File: src/rtl/accelbrot_com_pkg.sv
// Shared types for the word-serial add/subtract stage of the Mandelbrot datapath.
package accelbrot_com_pkg;

    typedef enum logic [1:0] {
        OP_ADD   = 2'd0,
        OP_SUB   = 2'd1,
        OP_RSUB  = 2'd2,
        OP_PASSA = 2'd3
    } op_t;

    typedef enum logic {
        ST_IDLE = 1'b0,
        ST_BUSY = 1'b1
    } state_t;

    // A single-word number still needs a 1-bit index so the counter never collapses to zero width.
    function automatic int cnt_width(input int n);
        return (n > 1) ? $clog2(n) : 1;
    endfunction

endpackage

File: src/rtl/accelbrot_com_addsub_word.sv
// Combinational word slice: selects effective operands for the op, adds with carry-in,
// and reports signed overflow from the operand and sum MSBs.
module accelbrot_com_addsub_word
    import accelbrot_com_pkg::*;
#(
    parameter int WWIDTH = 34
) (
    input  logic [WWIDTH-1:0] a_i,
    input  logic [WWIDTH-1:0] b_i,
    input  logic              cin_i,
    input  op_t               op_i,
    output logic [WWIDTH:0]   sum_o,
    output logic              ovf_o
);

    logic [WWIDTH-1:0] x;
    logic [WWIDTH-1:0] y;

    always_comb begin
        x = a_i;
        y = b_i;
        unique case (op_i)
            OP_ADD:   y = b_i;
            OP_SUB:   y = ~b_i;
            OP_RSUB:  begin
                x = b_i;
                y = ~a_i;
            end
            OP_PASSA: y = '0;
            default:  y = b_i;
        endcase
        sum_o = {1'b0, x} + {1'b0, y} + {{WWIDTH{1'b0}}, cin_i};
        ovf_o = (x[WWIDTH-1] == y[WWIDTH-1]) && (sum_o[WWIDTH-1] != x[WWIDTH-1]);
    end

endmodule

File: src/rtl/accelbrot_com_addsub.sv
// Word-serial multi-word adder/subtractor: LSW-first operands, carry chained across words,
// registered result with start/last marking, end-of-number carry/overflow and protocol error pulse.
module accelbrot_com_addsub
    import accelbrot_com_pkg::*;
#(
    parameter int WWIDTH    = 34,
    parameter int NUM_WORDS = 4
) (
    input  logic              clk,
    input  logic              rstn,
    input  logic [WWIDTH-1:0] a,
    input  logic [WWIDTH-1:0] b,
    input  logic [1:0]        op,
    input  logic              ab_start,
    input  logic              ab_valid,
    output logic [WWIDTH-1:0] q,
    output logic              q_start,
    output logic              q_last,
    output logic              q_valid,
    output logic              q_carry,
    output logic              q_ovf,
    output logic              err
);

    localparam int CW = cnt_width(NUM_WORDS);
    localparam logic [CW-1:0] LAST_IDX = CW'(NUM_WORDS - 1);

    state_t            state_q, state_d;
    logic [CW-1:0]     cnt_q, cnt_d;
    logic              carry_q, carry_d;
    op_t               op_q, op_d;
    logic [WWIDTH-1:0] q_q, q_d;
    logic              q_start_q, q_start_d;
    logic              q_last_q, q_last_d;
    logic              q_valid_q, q_valid_d;
    logic              q_carry_q, q_carry_d;
    logic              q_ovf_q, q_ovf_d;
    logic              err_q, err_d;

    op_t               cur_op;
    logic              cin;
    logic [CW-1:0]     idx;
    logic [WWIDTH:0]   sum;
    logic              ovf;
    logic              accept;

    // The start word carries its own op and initial carry; later words reuse the latched ones.
    always_comb begin
        cur_op = ab_start ? op_t'(op) : op_q;
        cin    = ab_start ? ((cur_op == OP_SUB) || (cur_op == OP_RSUB)) : carry_q;
        idx    = ab_start ? '0 : cnt_q;
    end

    accelbrot_com_addsub_word #(
        .WWIDTH(WWIDTH)
    ) u_word (
        .a_i  (a),
        .b_i  (b),
        .cin_i(cin),
        .op_i (cur_op),
        .sum_o(sum),
        .ovf_o(ovf)
    );

    always_comb begin
        state_d   = state_q;
        cnt_d     = cnt_q;
        carry_d   = carry_q;
        op_d      = op_q;
        q_d       = q_q;
        q_start_d = 1'b0;
        q_last_d  = 1'b0;
        q_valid_d = 1'b0;
        q_carry_d = 1'b0;
        q_ovf_d   = 1'b0;
        err_d     = 1'b0;
        accept    = 1'b0;

        if (ab_valid) begin
            if (ab_start) begin
                accept = 1'b1;
                err_d  = (state_q == ST_BUSY);
                op_d   = cur_op;
            end else if (state_q == ST_BUSY) begin
                accept = 1'b1;
            end else begin
                err_d = 1'b1;
            end
        end

        if (accept) begin
            q_d       = sum[WWIDTH-1:0];
            carry_d   = sum[WWIDTH];
            q_valid_d = 1'b1;
            q_start_d = ab_start;
            if (idx == LAST_IDX) begin
                q_last_d  = 1'b1;
                q_carry_d = (cur_op == OP_PASSA) ? 1'b0 :
                            (cur_op == OP_ADD)   ? sum[WWIDTH] : ~sum[WWIDTH];
                q_ovf_d   = (cur_op == OP_PASSA) ? 1'b0 : ovf;
                state_d   = ST_IDLE;
                cnt_d     = '0;
            end else begin
                state_d = ST_BUSY;
                cnt_d   = idx + CW'(1);
            end
        end
    end

    always_ff @(posedge clk or negedge rstn) begin
        if (!rstn) begin
            state_q   <= ST_IDLE;
            cnt_q     <= '0;
            carry_q   <= 1'b0;
            op_q      <= OP_ADD;
            q_q       <= '0;
            q_start_q <= 1'b0;
            q_last_q  <= 1'b0;
            q_valid_q <= 1'b0;
            q_carry_q <= 1'b0;
            q_ovf_q   <= 1'b0;
            err_q     <= 1'b0;
        end else begin
            state_q   <= state_d;
            cnt_q     <= cnt_d;
            carry_q   <= carry_d;
            op_q      <= op_d;
            q_q       <= q_d;
            q_start_q <= q_start_d;
            q_last_q  <= q_last_d;
            q_valid_q <= q_valid_d;
            q_carry_q <= q_carry_d;
            q_ovf_q   <= q_ovf_d;
            err_q     <= err_d;
        end
    end

    assign q       = q_q;
    assign q_start = q_start_q;
    assign q_last  = q_last_q;
    assign q_valid = q_valid_q;
    assign q_carry = q_carry_q;
    assign q_ovf   = q_ovf_q;
    assign err     = err_q;

endmodule

File: config.mk
export PLATFORM = sky130hd
export DESIGN_NAME = accelbrot_com_addsub
export DESIGN_NICKNAME = d
export VERILOG_FILES = /design/src/rtl/accelbrot_com_pkg.sv /design/src/rtl/accelbrot_com_addsub_word.sv /design/src/rtl/accelbrot_com_addsub.sv
export SDC_FILE = /design/constraint.sdc
export NUM_CORES = 1
export LEC_CHECK = 0
export ABC_AREA = 1
export CAP_MARGIN = 20
export CORE_ASPECT_RATIO = 1.4
export CORE_MARGIN = 2
export CORE_UTILIZATION = 48
export CTS_CLUSTER_DIAMETER = 150
export DETAILED_ROUTE_END_ITERATION = 7
export HOLD_SLACK_MARGIN = 0.03
export PLACE_DENSITY = 0.79
export SETUP_SLACK_MARGIN = 0.1
export SKIP_LAST_GASP = 1
export SYNTH_ARGS = -nofsm -noshare
export SYNTH_HDL_FRONTEND = slang
export SYNTH_SLANG_ARGS = --single-unit
File: constraint.sdc
create_clock -name clk -period 3.1 [get_ports clk]
set_input_delay 0.62 -clock clk [delete_from_list [all_inputs] [get_ports clk]]
set_output_delay 0.62 -clock clk [all_outputs]
set_load 0.01 [all_outputs]
After elaboration in Yosys (flattened, before gate mapping)
Index checks and enable logic that the tools add are counted.
{"block": "classes", "n_reduce_logical": 4, "add_sub_neg": 3, "muxes": 24, "eq_ne": 6, "n_bitwise": 3}
{"op": "$pmux 34 s4", "count": 1}
{"op": "$not 34->34", "count": 2}
{"op": "$add 34x34->35", "count": 1}
{"op": "$add 35x1->35", "count": 1}
{"op": "$mux 34", "count": 1}
{"op": "$mux 1", "count": 19}
{"op": "$eq 2x2->1 const B", "count": 3}
{"op": "$mux 2", "count": 3}
{"op": "$add 2x1->2 const B", "count": 1}
{"op": "$eq 2x1->1 const B", "count": 1}
{"op": "$logic_not 2->1", "count": 1}
{"op": "$reduce_and 2->1", "count": 1}
{"op": "$eq 1x1->1", "count": 1}
{"op": "$logic_and 1x1->1", "count": 1}
{"op": "$logic_or 1x1->1", "count": 1}
{"op": "$ne 1x1->1", "count": 1}
{"op": "$not 1->1", "count": 1}
{"block": "word_totals", "output_inout_bits": 40, "reg_bits": 46}

Longest topological paths before layout
{"block": "depth", "ltp_word": 10, "mapped_depth": 26, "mapped_depth_nobuf": 23}

Modules after synthesis
Synthesis repeated with hierarchy kept, for this count alone.
{"block": "hier_totals", "cells_unflattened": 847, "area_unflattened_um2": 5177.5}
{"mod": "accelbrot_com_addsub_word", "area_each_um2": 3333.2, "seq_area_each_um2": 0.0, "instances": 1, "cells_each": 637}
{"mod": "accelbrot_com_addsub", "area_each_um2": 1844.3, "seq_area_each_um2": 1151.1, "instances": 1, "cells_each": 210}

Worst setup path after synthesis
No wires, ideal clock.
{"block": "synth_timing", "path_kind": "in2reg", "from": "input ab_start", "to": "register q_q[14] (netlist: q[14])", "setup_time_ns": 0.117, "stages": 21, "arrival_ns": 3.745, "t_required_ns": 2.983, "path_slack_ns": -0.762, "cell_sequence": "clkbuf_1 inv_1 nor2_1 nor2_1 inv_1 ha_1 inv_1 clkbuf_1 clkbuf_1 o21ai_0 fa_1 fa_1 nand3_1 nand3_2 nand2_1 nand2_1 nand2_1 nand3_2 or2_1 nand3_1 nand2_1"}
{"block": "synth_between", "elab_chain_len": 5, "elab_cells_between_ends": 13, "classes_between": "add/sub (2); eq/ne (3); mux (6); reduce/logical (2)"}
{"element": "start: declaration", "line_no": "accelbrot_com_addsub.sv:14", "rtl": "input logic ab_start,"}
{"element": "$mux 2 *", "line_no": "accelbrot_com_addsub.sv:49", "rtl": "cur_op = ab_start ? op_t'(op) : op_q;"}
{"element": "net cur_op[0]", "line_no": "accelbrot_com_addsub.sv:40", "rtl": "op_t cur_op;"}
{"element": "$eq 2x2->1, or another cell as far along", "line_no": "accelbrot_com_addsub_word.sv:22", "rtl": "unique case (op_i)"}
{"element": "$pmux 34 s4, or another cell as far along", "line_no": "accelbrot_com_addsub_word.sv:22"}
{"element": "$add 34x34->35 / $mux 1 (equally long branches)", "line_no": "accelbrot_com_addsub_word.sv:32, accelbrot_com_addsub.sv:50"}
{"element": "$add 35x1->35 *", "line_no": "accelbrot_com_addsub_word.sv:32", "rtl": "sum_o = {1'b0, x} + {1'b0, y} + {{WWIDTH{1'b0}}, cin_i};"}
{"element": "end signal: assignment", "line_no": "accelbrot_com_addsub.sv:128", "rtl": "q_q <= q_d;"}
{"element": "end: declaration", "line_no": "accelbrot_com_addsub.sv:32", "rtl": "logic [WWIDTH-1:0] q_q, q_d;"}
Mark *: on every way through the listed nets, which the timed path passes. The rest lies on a longest branch.
A chain may end at the register's enable or synchronous reset.

Worst setup path after layout
{"block": "layout_timing", "from": "input ab_start", "to": "register q_carry_q (netlist: q_carry)"}
{"block": "layout_between", "elab_chain_len": 10, "elab_cells_between_ends": 20, "classes_between": "add/sub (2); eq/ne (4); mux (11); bitwise (1); reduce/logical (2)"}
{"element": "$mux 2 *", "line_no": "accelbrot_com_addsub.sv:49"}
{"element": "net cur_op[0]", "line_no": "accelbrot_com_addsub.sv:40"}
{"element": "$eq 2x2->1, or another cell as far along", "line_no": "accelbrot_com_addsub_word.sv:22, accelbrot_com_addsub.sv:98"}
{"element": "$pmux 34 s4, or another cell as far along", "line_no": "accelbrot_com_addsub_word.sv:22"}
{"element": "$add 34x34->35 / $mux 1 (equally long branches)", "line_no": "accelbrot_com_addsub_word.sv:32, accelbrot_com_addsub.sv:50"}
{"element": "$add 35x1->35", "line_no": "accelbrot_com_addsub_word.sv:32"}
{"element": "$not 1->1", "line_no": "accelbrot_com_addsub.sv:99", "rtl": "(cur_op == OP_ADD) ? sum[WWIDTH] : ~sum[WWIDTH];"}
{"element": "$mux 1", "line_no": "accelbrot_com_addsub.sv:99"}
{"element": "$mux 1 *", "line_no": "accelbrot_com_addsub.sv:98", "rtl": "q_carry_d = (cur_op == OP_PASSA) ? 1'b0 :"}
{"element": "$mux 1 *", "line_no": "accelbrot_com_addsub.sv:96", "rtl": "if (idx == LAST_IDX) begin"}
{"element": "$mux 1 *", "line_no": "accelbrot_com_addsub.sv:91", "rtl": "if (accept) begin"}
{"element": "net q_carry_d", "line_no": "accelbrot_com_addsub.sv:36", "rtl": "logic q_carry_q, q_carry_d;"}
{"element": "end signal: assignment", "line_no": "accelbrot_com_addsub.sv:132", "rtl": "q_carry_q <= q_carry_d;"}
{"element": "end: declaration", "line_no": "accelbrot_com_addsub.sv:36"}
Marks and branches as above.

==> impl_metrics.ini <==
[clock_tree]
cts_buffers = 5
clk_latency_ps = 290
clockRootBuffer = clkbuf_16
cts_tree = yes
clock_path_buffers = 2
path_clk_slew_ps = 60
htree_levels = 2
clock-sinks = 46
postCtsHoldBufs = 0

[sta]
max_freq_mhz = 312
rsz0062_at_grt = yes
hold_viol = 0
fin_skew_ps = 7.96
worst_slack_ps = -110
slew_headroom_pct = 76.5
setup_violations = 11
hold_ws_ps = 155
fin_crit_sh_pct = 104
tightestPinTransition_ps = 353
drv_slew = 0
period_needed_ps = 3210

[route]
initialDrtViolationCount = 558
wl_per_cell_um = 17.4
routed_via_density = 5.72
first_pass_iters = 6
wl_met3_mm = 1.59
via_count = 7324
drc = 0
dr_wl_met2_mm = 11.1
wirelength_mm = 22.2
ant_nets = 0
met1_length_mm = 8.42
top_layer = met4

[finish]
final_nets = 1255
nFillCells = 623
multi_input_area_um2 = 5000
stdcell_count = 1281
diodes = 0
utilization_pct = 85.2
syn_to_final_growth_pct = 71.9
regArea_um2 = 1150
drive_above_1_share_pct = 35.0

[worst_setup_path]
rr_worst_depth = 19
slowest_stage = o221ai_1
path_class = input port to flop
rr_startpoint = op_q[0]$_DFFE_PN0P_
start_kind = input port
crit_path_cell_trace = buf_6 > buf_12 > inv_8 > nor2_4 > nor2_4 > buf_12 > ha_4 > clkinv_8 > buf_12 > o221ai_1 > o21ai_1 > inv_1 > ha_4 > a21oi_2 > nand2_1 > nand2_1 > nand3_2 > a21oi_4 > nand3_2 > nand2_1 > nand2_1 > nor2_1
r2r_end = q_carry$_DFF_PN0_
rrSetupSlack_ps = 70
endpoint_kind = flop
worstPathArrival_ps = 3420
required_ps = 3310
cp_max_fo = 11
critical-path-max-stage-delay_ps = 230
worst_path_most_repeated_cell = nand2_1

[pwr]
p_comb_share_pct = 71.5
p_clk_share_pct = 10.6
seq_power_share_pct = 18.0
intPower_mw = 2.74
finalPower_mw = 4.87
p_leak_nw = 4.69
swShare_pct = 43.8
p_switching_mw = 2.14
p_per_area_nw_per_um2 = 523
peakVddDrop_mv = 0.263

[yosys]
yosysWarnings = 0
synthArstFlopShare_pct = 100
synth_seq_area_share_pct = 21.3
yosysTopAreaCellShare_pct = 24.8
synth.distinct_cells = 30
synth_common_cells = nand2_1 (358), inv_1 (124), nor2_1 (68), o21ai_0 (55), dfrtp_1 (46)
synth_area_um2 = 5420
ys_top_cells_by_area = nand2_1 (25%), dfrtp_1 (21%), ha_1 (9.0%), inv_1 (8.6%), o21ai_0 (5.1%)
syn_inst = 922
synth_area_per_cell_um2 = 5.87
syn-num-nets = 1037
ys_ff_latch = 46
synthFlopType = dfrtp_1
synth_most_common_cell = nand2_1
yosysTopAreaCell = nand2_1
synth_edf_count = 0

[floorplanning]
rows = 45
die_height_um = 130
core_um2 = 10900
io_pins = 114
die_area_um2 = 12200
initial_core_util_pct = 49.6
die_width_um = 93.8

[place]
io_buffer_count = 113
hpwl_mm = 13.8
gp_congestion = 0.933
dp_cells = 1243

[global_route]
grt_pass1_vias = 6538
grt_pass1_wl_mm = 30.8
grt_overflow = 0
antenna_found_initial = 0
grt_max_degree = 47
grt_use_total_pct = 31.5

[status]
status = complete, but fails checks
violations = negative setup slack

[flow_run]
drv_cap = 0

[worst_hold_path]
hold_path_class = input port to async pin
kinds of logic (layout without fill, tap and decap cells):
family	after synthesis	in the layout	share of synthesized area [%]
flops	46	46	21.3
fa+ha+maj	41	41	9.75
xor+xnor	12	12	1.94
compound gates	135	135	15.0
buf+inv	164	382	11.5
simple gates	524	524	40.6
routing by layer:
layer  track usage (%)  up-vias
li1                  -     3378
met1              39.6     3409
met2              56.6      435
met3              2.42      102
met4              10.8        0
met5                 0        -
state kept, by name, indices dropped and copies added (netlist names):
register and flops:
cnt_q 2, op_q 2, q_valid 1, q 34
state_q 1, err 1, q_carry 1, carry_q 1
q_ovf 1, q_start 1, q_last 1
critical path: cells and delay by family:
family | cells | cell delay (ps)
buffers and inverters | 7 | 770
adder cells (fa/ha/maj) | 2 | 440
AND/OR/NAND/NOR | 9 | 870
AO/OA/AOI/OAI | 4 | 710
power groups by stage:
stage / Clock (mW) / Combinational, mW / Sequential (mW)
after floorplan: 0 / 1.30 / 0.947
after global placement: 0 / 2.47 / 0.874
after detailed placement: 0 / 2.51 / 0.879
after CTS: 0.513 / 2.91 / 0.871
after global routing: 0.538 / 3.71 / 0.890
final: 0.514 / 3.48 / 0.874
worst max-delay path by stage:
stage / from / to / slack [ps] / cells after the start
6_report: ab_start / q_carry$_DFF_PN0_ / -110 / 22
5_1_grt: ab_start / q_carry$_DFF_PN0_ / -190 / 25
4_1_cts: ab_start / q[14]$_DFFE_PN0P_ / 1 / 22
3_5_place_dp: ab_start / q[17]$_DFFE_PN0P_ / -840 / 22
3_3_place_gp: ab_start / q[29]$_DFFE_PN0P_ / -850 / 23
2_1_floorplan: ab_start / q[14]$_DFFE_PN0P_ / -210 / 21
through the flow:
step	setup WS, ps	TNS [ps]	instance area (um2)
3_5_place_dp	-844	-24760	7550
5_1_grt	-191	-3050	9310
6_report	-110	-294	9310
2_1_floorplan	-205	-1090	5650
4_1_cts	1.13	0	8490
3_3_place_gp	-848	-23220	7550
timing repair:
action | 4_1_cts | 5_1_grt
setup buffers | 16 | 9
endpoints found under the setup margin | 36 | 32
gates cloned | 4 | 1
pin swaps | 60 | 66
hold endpoints to repair | 0 | 0
gates resized for setup | 135 | 184
cell type report:
class                      count  area share (%)
clock buffer                   6            1.38
multi-input combinational    712            53.8
clock inverter                 1          0.0806
sequential                    46            12.4
inverter                     135            5.87
timing repair inverter         1          0.0941
tap                          141            1.90
timing repair buffer         239            24.6
placed cells by master (no fill, tap or decap), types with 3 or more instances in the layout:
master and n:
o22ai_1 6, inv_1 111, nor2_1 45, o21ai_1 42, nor2_2 12, a21oi_4 10, o21bai_1 4, o21ai_0 14
xnor2_1 4, o21ai_2 6, buf_6 9, buf_12 8, ha_4 33, buf_4 106, nor3_2 4, clkbuf_16 6
clkdlybuf4s50_1 109, ha_1 6, o221ai_2 10, or2_1 3, nand3_4 3, nand4_1 5, o22ai_2 4, a21oi_2 15
nand3b_1 7, xnor2_2 8, nor2_4 19, a21oi_1 7, nand2_4 25, o221ai_1 13, dfrtp_1 46, nor3_4 3
nand2_1 285, nand3_1 30, inv_2 20, nand3_2 14, nand2_2 66
Power figures use the tool's default switching activity.
